## src/rtl/seg7_scan_driver.sv

```systemverilog
// Multiplexed 7-segment scan driver with double-buffered display data.
// Data captured by iLOAD is staged and only committed to the display at a
// frame boundary (after the last digit slot), so a frame never mixes old and
// new data. Optional leading-zero blanking is enabled by defining SEG7_LZB_EN.
module seg7_scan_driver #(
    parameter int NUM_DIGITS = 8,
    parameter int CLK_DIV    = 50000
) (
    input  logic                    iCLK,
    input  logic                    iRST_N,
    input  logic [4*NUM_DIGITS-1:0] iDATA,
    input  logic                    iLOAD,
    input  logic [NUM_DIGITS-1:0]   iBLANK_MASK,
    output logic [6:0]              oSEG,
    output logic [NUM_DIGITS-1:0]   oDIG_SEL,
    output logic                    oPEND,
    output logic                    oACK
);

    localparam int CNT_W = $clog2(CLK_DIV);
    localparam int IDX_W = $clog2(NUM_DIGITS);

    logic [CNT_W-1:0]        prescaleQ;
    logic [IDX_W-1:0]        digitIdxQ;
    logic [IDX_W-1:0]        nextIdx;
    logic [4*NUM_DIGITS-1:0] stageQ;
    logic [4*NUM_DIGITS-1:0] dispQ;
    logic [4*NUM_DIGITS-1:0] dispNext;
    logic [NUM_DIGITS-1:0]   lzbDark;
    logic                    allZero;
    logic                    tick;
    logic                    frameEnd;
    logic                    commit;
    logic [3:0]              nibble;
    logic                    dark;

    function automatic logic [6:0] hexGlyph(input logic [3:0] n);
        case (n)
            4'h0:    hexGlyph = 7'b1000000;
            4'h1:    hexGlyph = 7'b1111001;
            4'h2:    hexGlyph = 7'b0100100;
            4'h3:    hexGlyph = 7'b0110000;
            4'h4:    hexGlyph = 7'b0011001;
            4'h5:    hexGlyph = 7'b0010010;
            4'h6:    hexGlyph = 7'b0000010;
            4'h7:    hexGlyph = 7'b1111000;
            4'h8:    hexGlyph = 7'b0000000;
            4'h9:    hexGlyph = 7'b0011000;
            4'hA:    hexGlyph = 7'b0001000;
            4'hB:    hexGlyph = 7'b0000011;
            4'hC:    hexGlyph = 7'b1000110;
            4'hD:    hexGlyph = 7'b0100001;
            4'hE:    hexGlyph = 7'b0000110;
            default: hexGlyph = 7'b0001110;
        endcase
    endfunction

    // Slot timing, frame boundary and the display value the next slot will show
    always_comb begin
        tick     = (prescaleQ == CNT_W'(CLK_DIV - 1));
        nextIdx  = (digitIdxQ == IDX_W'(NUM_DIGITS - 1)) ? '0 : digitIdxQ + IDX_W'(1);
        frameEnd = tick && (digitIdxQ == IDX_W'(NUM_DIGITS - 1));
        commit   = frameEnd && oPEND;
        // Glyphs use the post-commit value so digit 0 of a new frame is already new data
        dispNext = commit ? stageQ : dispQ;
        nibble   = dispNext[4*nextIdx +: 4];
    end

    // Leading-zero blanking: digit i>0 dark when it and every higher nibble is zero
    always_comb begin
        lzbDark = '0;
        allZero = 1'b1;
`ifdef SEG7_LZB_EN
        for (int i = NUM_DIGITS - 1; i >= 0; i--) begin
            allZero    = allZero && (dispNext[4*i +: 4] == 4'h0);
            lzbDark[i] = (i != 0) && allZero;
        end
`endif
        dark = iBLANK_MASK[nextIdx] || lzbDark[nextIdx];
    end

    // Prescaler and digit index
    always_ff @(posedge iCLK or negedge iRST_N) begin
        if (!iRST_N) begin
            prescaleQ <= '0;
            digitIdxQ <= '0;
        end else begin
            prescaleQ <= tick ? '0 : prescaleQ + CNT_W'(1);
            if (tick) begin
                digitIdxQ <= nextIdx;
            end
        end
    end

    // Staging capture, frame-boundary commit and handshake flags
    always_ff @(posedge iCLK or negedge iRST_N) begin
        if (!iRST_N) begin
            stageQ <= '0;
            dispQ  <= '0;
            oPEND  <= 1'b0;
            oACK   <= 1'b0;
        end else begin
            oACK <= commit;
            if (commit) begin
                dispQ <= stageQ;
            end
            if (iLOAD) begin
                stageQ <= iDATA;
            end
            // A load on the commit edge re-arms pending for the newly captured data
            oPEND <= iLOAD || (oPEND && !commit);
        end
    end

    // Registered segment and digit-select drive, refreshed at every slot change
    always_ff @(posedge iCLK or negedge iRST_N) begin
        if (!iRST_N) begin
            oSEG     <= 7'b1111111;
            oDIG_SEL <= '1;
        end else if (tick) begin
            oSEG     <= dark ? 7'b1111111 : hexGlyph(nibble);
            oDIG_SEL <= ~(NUM_DIGITS'(1) << nextIdx);
        end
    end

endmodule

```

## config.mk

```make
export PLATFORM = sky130hd
export DESIGN_NAME = seg7_scan_driver
export DESIGN_NICKNAME = d
export VERILOG_FILES = /design/src/rtl/seg7_scan_driver.sv
export SDC_FILE = /design/constraint.sdc
export NUM_CORES = 1
export LEC_CHECK = 0
export ABC_AREA = 1
export BUFFER_PORTS_ARGS = -buffer_cell sky130_fd_sc_hd__buf_2
export CORE_MARGIN = 4
export CORE_UTILIZATION = 58
export CTS_CLUSTER_DIAMETER = 120
export DETAILED_ROUTE_END_ITERATION = 12
export HOLD_SLACK_MARGIN = 0.05
export PLACE_DENSITY = 0.83
export SLEW_MARGIN = 20
export SYNTH_ARGS = -nofsm -noshare
export SYNTH_HDL_FRONTEND = slang
export SYNTH_SLANG_ARGS = --single-unit
```

## constraint.sdc

```tcl
create_clock -name iCLK -period 2.7 [get_ports iCLK]
set_input_delay 0 -clock iCLK [delete_from_list [all_inputs] [get_ports iCLK]]
set_output_delay 0 -clock iCLK [all_outputs]
set_load 0.01 [all_outputs]
```

# Yosys cells after proc, flatten, opt, wreduce, memory -nomap -nowiden
# Memory sizes are Yosys's and may differ from the RTL's.
# Cells that the tools add are included.
[word_totals] regBits=100 mem_bits_ro=120 inputBits=43 output_inout_bits=17 wordCells=31 mem_count=2
[mem_list] memory="(name not given)" words=16 word_bits=7 rd=1 rd_ports_with_merged_regs=0 wr=0 line="38" rtl="case (n)"
[mem_list] memory="(name not given)" words=8 word_bits=1 rd=1 rd_ports_with_merged_regs=0 wr=0 line="79" rtl="dark = iBLANK_MASK[nextIdx] || lzbDark[nextIdx];"
[op_classes] addsub=2 n_lt_le_gt_ge=1 n_eq_ne=2 n_shift=2 n_mux=7 n_bitwise=1 n_reduce_logical=6
[ops] operator="two-way mux 32 bit" n=1
[ops] operator="indexed part select 32 x 6 -> 4 bit" n=1
[ops] operator="adder 16 x 1 -> 16 bit (second input constant)" n=1
[ops] operator="equality test 16 bit (second input constant)" n=1
[ops] operator="two-way mux 16 bit" n=1
[ops] operator="NOT 8 bit" n=1
[ops] operator="left shift 1 x 3 -> 8 bit (first input constant)" n=1
[ops] operator="two-way mux 7 bit" n=1
[ops] operator="< comparator 3 x 4 -> 1 bit (second input constant)" n=1
[ops] operator="adder 3 x 1 -> 3 bit (second input constant)" n=1
[ops] operator="binary-select mux 1 bit (select 3 bit)" n=1
[ops] operator="equality test 3 bit (second input constant)" n=1
[ops] operator="logical AND 1 bit" n=3
[ops] operator="two-way mux 3 bit" n=1
[ops] operator="logical OR 1 bit" n=2
[ops] operator="two-way mux 1 bit" n=2
[ops] operator="zero test 1 bit" n=1

# Longest topological paths before layout
# Gate-level depths: netlist of the first run.
# An unclocked memory read counts as a cell.
[logic_depth] depth_word=7 depth_mapped=21

# Worst setup path before layout of the first run
# No wires, ideal clock.
[synth_timing] path_type="register to register" startpoint="register prescaleQ[0]" endpoint="register oSEG[1]" arrival_time_ps=2330 path_slack_ps=297 stages_incl_launch_ff=16 n_path_buf=2 path_cell_list="dfrtp_1 -> ha_1 -> nand3_2 -> nor2_4 -> nand4_4 -> buf_6 -> buf_6 -> o211ai_1 -> nand3_1 -> nand3_1 -> nand2_1 -> ha_1 -> inv_1 -> nor2_2 -> a21oi_1 -> a21oi_1"
[synth_via] elab_chain_cells=7
[synth_rtl] element="from (decl)" line="23" rtl="logic [CNT_W-1:0] prescaleQ;"
[synth_rtl] element="from (signal assigned)" line="88" rtl="prescaleQ <= tick ? '0 : prescaleQ + CNT_W'(1);"
[synth_rtl] element="equality test 16 bit (*)" line="60" rtl="tick = (prescaleQ == CNT_W'(CLK_DIV - 1));"
[synth_rtl] element="logical AND 1 bit" line="62" rtl="frameEnd = tick && (digitIdxQ == IDX_W'(NUM_DIGITS - 1));"
[synth_rtl] element="logical AND 1 bit" line="63" rtl="commit = frameEnd && oPEND;"
[synth_rtl] element="two-way mux 32 bit"
[synth_rtl] element="indexed part select 32 x 6 -> 4 bit" line="66" rtl="nibble = dispNext[4*nextIdx +: 4];"
[synth_rtl] element="memory read (16 x 7 bit)"
[synth_rtl] element="two-way mux 7 bit" line="121" rtl="oSEG <= dark ? 7'b1111111 : hexGlyph(nibble);"
[synth_rtl] element="to (signal assigned)" line="121"
[synth_rtl] element="to (decl)" line="14" rtl="output logic [6:0] oSEG,"
# Every way passes the cells marked *; elsewhere a longest branch is shown, timed or not.
# A chain may end at the register's enable or synchronous reset.

# Final worst setup path of the first run
[layout_timing] startpoint="register prescaleQ[12]" endpoint="register oSEG[0]"
[layout_via] elab_chain_cells=7
[layout_rtl] element="equality test 16 bit" line="60"
[layout_rtl] element="logical AND 1 bit" line="62"
[layout_rtl] element="logical AND 1 bit" line="63"
[layout_rtl] element="two-way mux 32 bit"
[layout_rtl] element="named net dispNext[0]" line="28" rtl="logic [4*NUM_DIGITS-1:0] dispNext;"
[layout_rtl] element="indexed part select 32 x 6 -> 4 bit" line="66"
[layout_rtl] element="memory read (16 x 7 bit)"
[layout_rtl] element="two-way mux 7 bit" line="121"
# The timed path passes the listed nets, and every way through them passes these cells.

==> out/metrics.cfg, run 1 <==
[synthesis]
synth_enable_flop_cells=0
async_reset_ff_share_pct=100
yosysSeqAreaShare_pct=51.5
synth_fp_nets=606
netlist_area_sq_um=4890
yosysWarnings=0
synth_top_flop_cell=dfrtp_1
yosysUniqueCellTypes=38
ys_ff_latch=100
netlist_instances=549
postSynthAreaPerCell_sq_um=8.91

[setup_path]
rr_worst_depth=18
worstPathMaxFanout=7
rr_startpoint=prescaleQ[12]$_DFF_PN0_
cp.arrival_ns=2.85
crit_required_ns=3.01
startpoint=prescaleQ[12]$_DFF_PN0_
start_kind=flip-flop
reg2reg_to=oSEG[0]$_DFFE_PN1N_
path_cells=nor2_2 > nand2_2 > nor2_4 > nand4_4 > buf_4 > o21ai_1 > nand2_1 > nand2_1 > nand2_1 > nand3_1 > nand2_2 > ha_1 > inv_1 > nand3_1 > nand3_1 > nand3_1 > nand2_1 > inv_1
cpPeakStageDelay_ns=0.42
critPathKind=reg2reg
reg2reg_slack_ns=0.15
worst_path_max_delay_cell=dfrtp_1
endpoint_kind=flip-flop

[worst_hold_path]
holdCritStartpoint=iLOAD
hold_class=in2reg
whs_path_depth=3
min_to=stageQ[16]$_DFFE_PN0P_

[power]
combPwrFrac_pct=6.5
p_switching_uw=646
p_clk_share_pct=33.8
ir_worst_vdd_v=0.000359
power_mw=2.64
swShare_pct=24.5
power_density_nw_per_um2=445
internal_power_mw=1.99
p_leak_nw=3.08
pwr-share-seq_pct=59.7

[layout]
nFillCells=609
drive_above_1_share_pct=26.1
fin_util_pct=72.1
area_growth_pct=21.1
stdcell_count=759
nets=706
diodes=0

[routing]
drcViolationCount=0
via_per_inst=5.36
drtIter0Drc=171
wl_per_cell_um=14.8
vias=4065
postRouteAntennaNets=0
routed_wirelength_um=11300
dr.pass1.iters=4

[floorplan]
io_pins=60
num_rows=33
core_sq_um=8220
fp.dieH_um=99.9
die_x_um=99.9
start_util_pct=59.6
die_area_sq_um=9970

[grt]
grt_pass1_wl_um=18900
antenna_found_initial=0
grt_overflow_total=0
grt_max_degree=58
grt_pass1_vias=4095
track_usage_pct=23.7

[timing]
report.final.slew_viol_count=0
hold_viol=0
holdWs_ns=0.215
setup_viol=0
min_period_over_period_pct=94.4
period_minus_slack_ns=2.55
skew_ns=0.0121
max_freq_mhz=392
slew_headroom_pct=49.9
worst_slew_pin_slew_ns=0.752

[clocking]
cts_sinks=100
clockRootBuffer=clkbuf_8
clockBufferDepth=2
h-tree-depth=3
cts_buffers=9
clk_pin_slew_worst_paths_ns=0.10
cts_tree=built
clk_latency_ns=0.37

[placement]
hpwlAfterDp_um=7650
gp_congestion=0.872
io_buffers=59
place_inst=708

[run_status]
outcome=complete, no violations

[flow_run]
maxCapViolations=0

-- kinds of logic (layout without fill, tap and decap cells) --
| group | after synthesis | count (layout) | synth area share, % |
|---|---|---|---|
| buf+inv | 75 | 180 | 6.85 |
| mux | 24 | 24 | 5.52 |
| xor+xnor | 3 | 3 | 0.537 |
| compound gates | 53 | 53 | 6.21 |
| flops | 100 | 100 | 51.5 |
| simple gates | 280 | 280 | 25.8 |
| fa+ha+maj | 14 | 14 | 3.58 |
-- metrics by stage --
| stage | worst slack [ns] | area (sq um) | setup TNS, ns |
|---|---|---|---|
| 4_1_cts | 0.0267 | 5840 | 0 |
| 3_3_place_gp | 0.162 | 5330 | 0 |
| 2_1_floorplan | 0.297 | 4890 | 0 |
| 5_1_grt | -0.0254 | 5930 | -0.0583 |
| 3_5_place_dp | 0.0372 | 5330 | 0 |
| 6_report | 0.152 | 5930 | 0 |
-- final cells by class --
class	count	area (sq um)	area share, %
Clock inverter	6	53.8	0.908
Clock buffer	10	128	2.15
Inverter	52	198	3.33
Timing Repair Buffer	112	798	13.5
Sequential cell	100	2520	42.5
Multi-Input combinational cell	374	2100	35.4
Tap cell	105	131	2.22
-- repair_timing --
item | 4_1_cts | 5_1_grt
hold buffers | 33 | 0
endpoints found under the setup margin | 0 | 7
gates resized for setup | 0 | 18
hold endpoints to repair | 73 | 0
buffers inserted | 0 | 2
-- state kept, by name (all words and copies together), names as in the netlist --
register,count
digitIdxQ,3
oACK,1
oSEG,7
stageQ,32
dispQ,32
oDIG_SEL,8
prescaleQ,16
oPEND,1
-- power by group through the flow --
| stage | sequential (mW) | combinational [mW] | clock, mW |
|---|---|---|---|
| 2_1_floorplan | 1.59 | 0.0609 | 0 |
| 3_3_place_gp | 1.60 | 0.127 | 0 |
| 3_5_place_dp | 1.60 | 0.133 | 0 |
| 4_1_cts | 1.57 | 0.169 | 0.919 |
| 5_1_grt | 1.58 | 0.193 | 0.981 |
| 6_report | 1.57 | 0.170 | 0.893 |
-- metal layers --
layer | share of wire, % | global-route usage (%) | vias to the layer above
li1 | - | - | 1963
met1 | 41 | 29.5 | 1965
met2 | 52 | 42.3 | 113
met3 | 4.3 | 4.66 | 24
met4 | 2.1 | 6.20 | 0
met5 | 0 | 0 | -
-- worst max-delay path: cells and delay by family (launching register included) --
| family | cells | cell delay [ns] |
|---|---|---|
| flops | 1 | 0.42 |
| buf+inv | 3 | 0.29 |
| fa+ha+maj | 1 | 0.21 |
| simple gates | 13 | 1.38 |
| compound gates | 1 | 0.16 |
-- Yosys cell counts (3+ instances only) --
master | instances | area share (%)
ha_1 | 14 | 3.6
dfstp_2 | 15 | 8.1
xor2_1 | 3 | 0.54
o21ai_0 | 20 | 2.0
nand2_2 | 6 | 0.77
nor2_1 | 46 | 3.5
nand3_1 | 62 | 6.3
clkbuf_1 | 10 | 0.77
a21oi_1 | 12 | 1.2
nand2_1 | 145 | 11
nor2_4 | 4 | 0.92
nand3_2 | 7 | 1.4
buf_6 | 6 | 1.4
mux2_2 | 24 | 5.5
buf_2 | 7 | 0.72
o21ai_1 | 6 | 0.61
inv_1 | 47 | 3.6
dfrtp_1 | 85 | 43
inv_2 | 3 | 0.23
a31oi_1 | 4 | 0.51
-- worst max-delay path by stage --
stage                     slack [ns]  depth (start not counted)                   to
after floorplan                 0.30                         15  oSEG[1]$_DFFE_PN1N_
after global placement          0.16                         17  oSEG[3]$_DFFE_PN1N_
after detailed placement        0.04                         18  oSEG[0]$_DFFE_PN1N_
after CTS                       0.03                         18  oSEG[0]$_DFFE_PN1N_
after global routing           -0.03                         17  oSEG[3]$_DFFE_PN1N_
final                           0.15                         18  oSEG[0]$_DFFE_PN1N_
-- placed cells by master, fill, tap and decap left out, drive strengths merged --
cell         instances
dfrtp               85
a221oi               1
nor3b                1
o21bai               1
ha                  14
o21ai               26
a22oi                1
nand2              152
buf                 79
mux2                24
dlygate4sd3         33
a31oi                4
nand3               69
clkinvlp             1
inv                 54
clkbuf              10
nand4                2
o211ai               3
a211oi               1
nor2                51
a21oi               13
dfstp               15
or2                  1
clkinv               3
o22ai                2
nor3                 2
a32oi                1
nor4                 2
xor2                 3
Power figures use the tool's default switching activity.
==> run 2: changes to the inputs <==
--- a/config.mk
+++ b/config.mk
@@ -6,13 +6,12 @@
 export NUM_CORES = 1
 export LEC_CHECK = 0
 export ABC_AREA = 1
-export BUFFER_PORTS_ARGS = -buffer_cell sky130_fd_sc_hd__buf_2
 export CORE_MARGIN = 4
-export CORE_UTILIZATION = 58
+export CORE_UTILIZATION = 60
 export CTS_CLUSTER_DIAMETER = 120
 export DETAILED_ROUTE_END_ITERATION = 12
-export HOLD_SLACK_MARGIN = 0.05
-export PLACE_DENSITY = 0.83
+export DONT_BUFFER_PORTS = 1
+export PLACE_DENSITY = 0.82
 export SLEW_MARGIN = 20
 export SYNTH_ARGS = -nofsm -noshare
 export SYNTH_HDL_FRONTEND = slang
==> run 2 against run 1 <==
Compared with the run above: clock power increased by 18%; total power rose by 6.1%; the flow now finishes with violations (setup timing); global-route usage grew 1.0 points; critical endpoint unchanged; non-clock buffer count down 35.
==> out/metrics.cfg, run 2 (synthesis gave the netlist of run 1 again) <==
[timing]
finalWorstSetupSlack_ns=-0.00571  ; -0.158 ns
worst_slew_pin_slew_ns=0.607  ; -0.145 ns
setup_viol=3  ; +3
min_period_over_period_pct=100  ; +5.8 points
skew_ns=0.0137  ; +0.00158 ns
setup_tns_ns=-0.0154  ; -0.0154 ns
period_minus_slack_ns=2.71  ; +0.158 ns
slew_headroom_pct=59.5  ; +9.6 points
holdWs_ns=0.179  ; -0.0351 ns
max_freq_mhz=370  ; -5.8%
hold_viol=0  ; unchanged
report.final.slew_viol_count=0  ; unchanged

[floorplan]
num_rows=32  ; -3.0%
die_area_sq_um=9660  ; -3.1%
die_x_um=98.3  ; -1.5%
io_pins=60  ; unchanged
fp.dieH_um=98.3  ; -1.5%
core_sq_um=7850  ; -4.5%
start_util_pct=62.4  ; +2.8 points

[power]
p_leak_nw=3.00  ; -2.4%
ir_worst_vdd_v=0.000425  ; +18%
power_density_nw_per_um2=464  ; +4.3%

[clocking]
cts_tree=built
clk_latency_ns=0.37  ; about the same
clockRootBuffer=clkbuf_8
clk_pin_slew_worst_paths_ns=0.10  ; about the same
clockBufferDepth=2  ; unchanged
h-tree-depth=3  ; unchanged
cts_sinks=100  ; unchanged
cts_buffers=9  ; unchanged

[setup_path]
endpoint_kind=flip-flop
rr_startpoint=prescaleQ[0]$_DFF_PN0_
critPathKind=reg2reg
path_common_cell=nand2_1
crit_buf_inv=3  ; unchanged
cpPeakStageDelay_ns=0.38  ; -0.04 ns
crit_required_ns=3.01  ; about the same
critPathTopFamily=simple AND/OR/NAND/NOR gates
rr_worst_depth=18  ; unchanged
path_cells=ha_2 > nand3_4 > nor2_4 > nand4_4 > clkbuf_16 > nand2_1 > o211ai_2 > nand3_1 > nand2_1 > nand2_1 > nand2_2 > ha_2 > inv_1 > nand2_1 > nand3_1 > nand3_1 > nand2_1 > inv_1
worst_path_max_delay_cell=dfrtp_1
reg2reg_to=oSEG[0]$_DFFE_PN1N_
start_kind=flip-flop
worstPathMaxFanout=8  ; +1
cp.arrival_ns=3.01  ; +0.16 ns
reg2reg_slack_ns=-0.006  ; -0.16 ns

[layout]
nets=672  ; -4.8%
regArea_sq_um=2520  ; unchanged
area_growth_pct=23.2
final_cell_mix=nand2_1, dfrtp_1, nand3_1
diodes=0  ; unchanged
multi_input_area_sq_um=2180  ; +4.1%
nFillCells=467  ; -23%
reg_top3=dispQ: 32 flops, stageQ: 32 flops, prescaleQ: 16 flops
final_common_cell=nand2_1
drive_above_1_share_pct=22.4  ; -3.7 points

[placement]
gp_congestion=0.960  ; +10%
hpwlAfterDp_um=7290  ; -4.7%
io_buffers=0  ; -100%

[routing]
vias=4163  ; +2.4%
drcViolationCount=0  ; unchanged
routed_wirelength_um=12700  ; +12%
dr.pass1.iters=5  ; +1
drtIter0Drc=267  ; +56%
postRouteAntennaNets=0  ; unchanged
via_per_inst=5.77  ; +7.7%
wl_per_cell_um=17.5  ; +18%

[grt]
grt_pass1_wl_um=19400  ; +2.3%
track_usage_pct=24.8  ; +1.0 points
grt_overflow_total=0  ; unchanged
antenna_found_initial=0  ; unchanged
grt_pass1_vias=4063  ; -0.78%
grt_max_degree=101  ; +74%

[worst_hold_path]
hold_class=in2reg
whs_path_depth=6  ; +3
holdCritStartpoint=iBLANK_MASK[6]
min_to=oSEG[0]$_DFFE_PN1N_

[run_status]
outcome=finished, violations left
violations=setup timing

[flow_run]
maxCapViolations=0  ; unchanged

## run 2: area by class of cell
class	count	area share [%]
repair buffers	77	12.7
flip-flops and latches	100	41.8
well taps	102	2.12
multi-input cells	375	36.2
clock inverters	7	1.66
clock buffers	9	2.05
inverters	52	3.40
## run 2: stage by stage
| step | area (sq um) | utilization, % | power, mW | cells | worst slack (ns) |
|---|---|---|---|---|---|
| finish | 6030 | 76.8 | 2.80 | 722 | -0.00571 |
| global route | 6030 | 76.8 | 2.91 | 722 | -0.117 |
| CTS | 5760 | 73.4 | 2.79 | 710 | 0.00625 |
| detailed placement | 4990 | 63.5 | 1.66 | 642 | -0.0381 |
| global placement | 4990 | 63.5 | 1.65 | 642 | 0.0891 |
| floorplan | 4890 | - | 1.65 | 549 | 0.297 |
## run 2: timing repair
| action | in CTS | in global routing |
|---|---|---|
| hold endpoints to repair | 133 | 0 |
| gates resized for setup | 2 | 41 |
| setup buffers | 1 | 11 |
| cloned | 1 | 1 |
| pin swaps | 1 | 8 |
| endpoints found under the setup margin | 7 | 7 |
| hold buffers | 50 | 0 |
## run 2: power breakdown
group / internal [mW] / switching (mW)
logic: 0.0967 / 0.0767
clock network: 0.528 / 0.524
registers: 1.54 / 0.0280
## run 2: worst reg2reg max path, stage by stage, from the launching register on
cell and delay [ns]:
dfrtp_1 0.38, ha_2 0.23, nand3_4 0.10, nor2_4 0.14, nand4_4 0.28, clkbuf_16 0.27, nand2_1 0.11, o211ai_2 0.09
nand3_1 0.13, nand2_1 0.10, nand2_1 0.08, nand2_2 0.10, ha_2 0.20, inv_1 0.09, nand2_1 0.08, nand3_1 0.08
nand3_1 0.07, nand2_1 0.06, inv_1 0.04
## run 2: worst max path at each step
| stage | slack (ns) | startpoint | cells after the start | to |
|---|---|---|---|---|
| final | -0.006 | prescaleQ[0]$_DFF_PN0_ | 18 | oSEG[0]$_DFFE_PN1N_ |
| after global routing | -0.12 | prescaleQ[0]$_DFF_PN0_ | 16 | oSEG[4]$_DFFE_PN1N_ |
| after CTS | 0.006 | prescaleQ[0]$_DFF_PN0_ | 15 | oSEG[3]$_DFFE_PN1N_ |
| after detailed placement | -0.04 | prescaleQ[0]$_DFF_PN0_ | 16 | oSEG[3]$_DFFE_PN1N_ |
| after global placement | 0.09 | prescaleQ[0]$_DFF_PN0_ | 16 | oSEG[4]$_DFFE_PN1N_ |
| after floorplan | 0.30 | prescaleQ[0]$_DFF_PN0_ | 15 | oSEG[1]$_DFFE_PN1N_ |
## run 2: metal layers
layer  vias up  global-route usage [%]  share of wire (%)
li1       1917                       -                  -
met1      2010                    30.5                 39
met2       192                    42.9                 51
met3        44                    5.07                6.8
met4         0                    9.35                3.6
met5         -                       0                  0
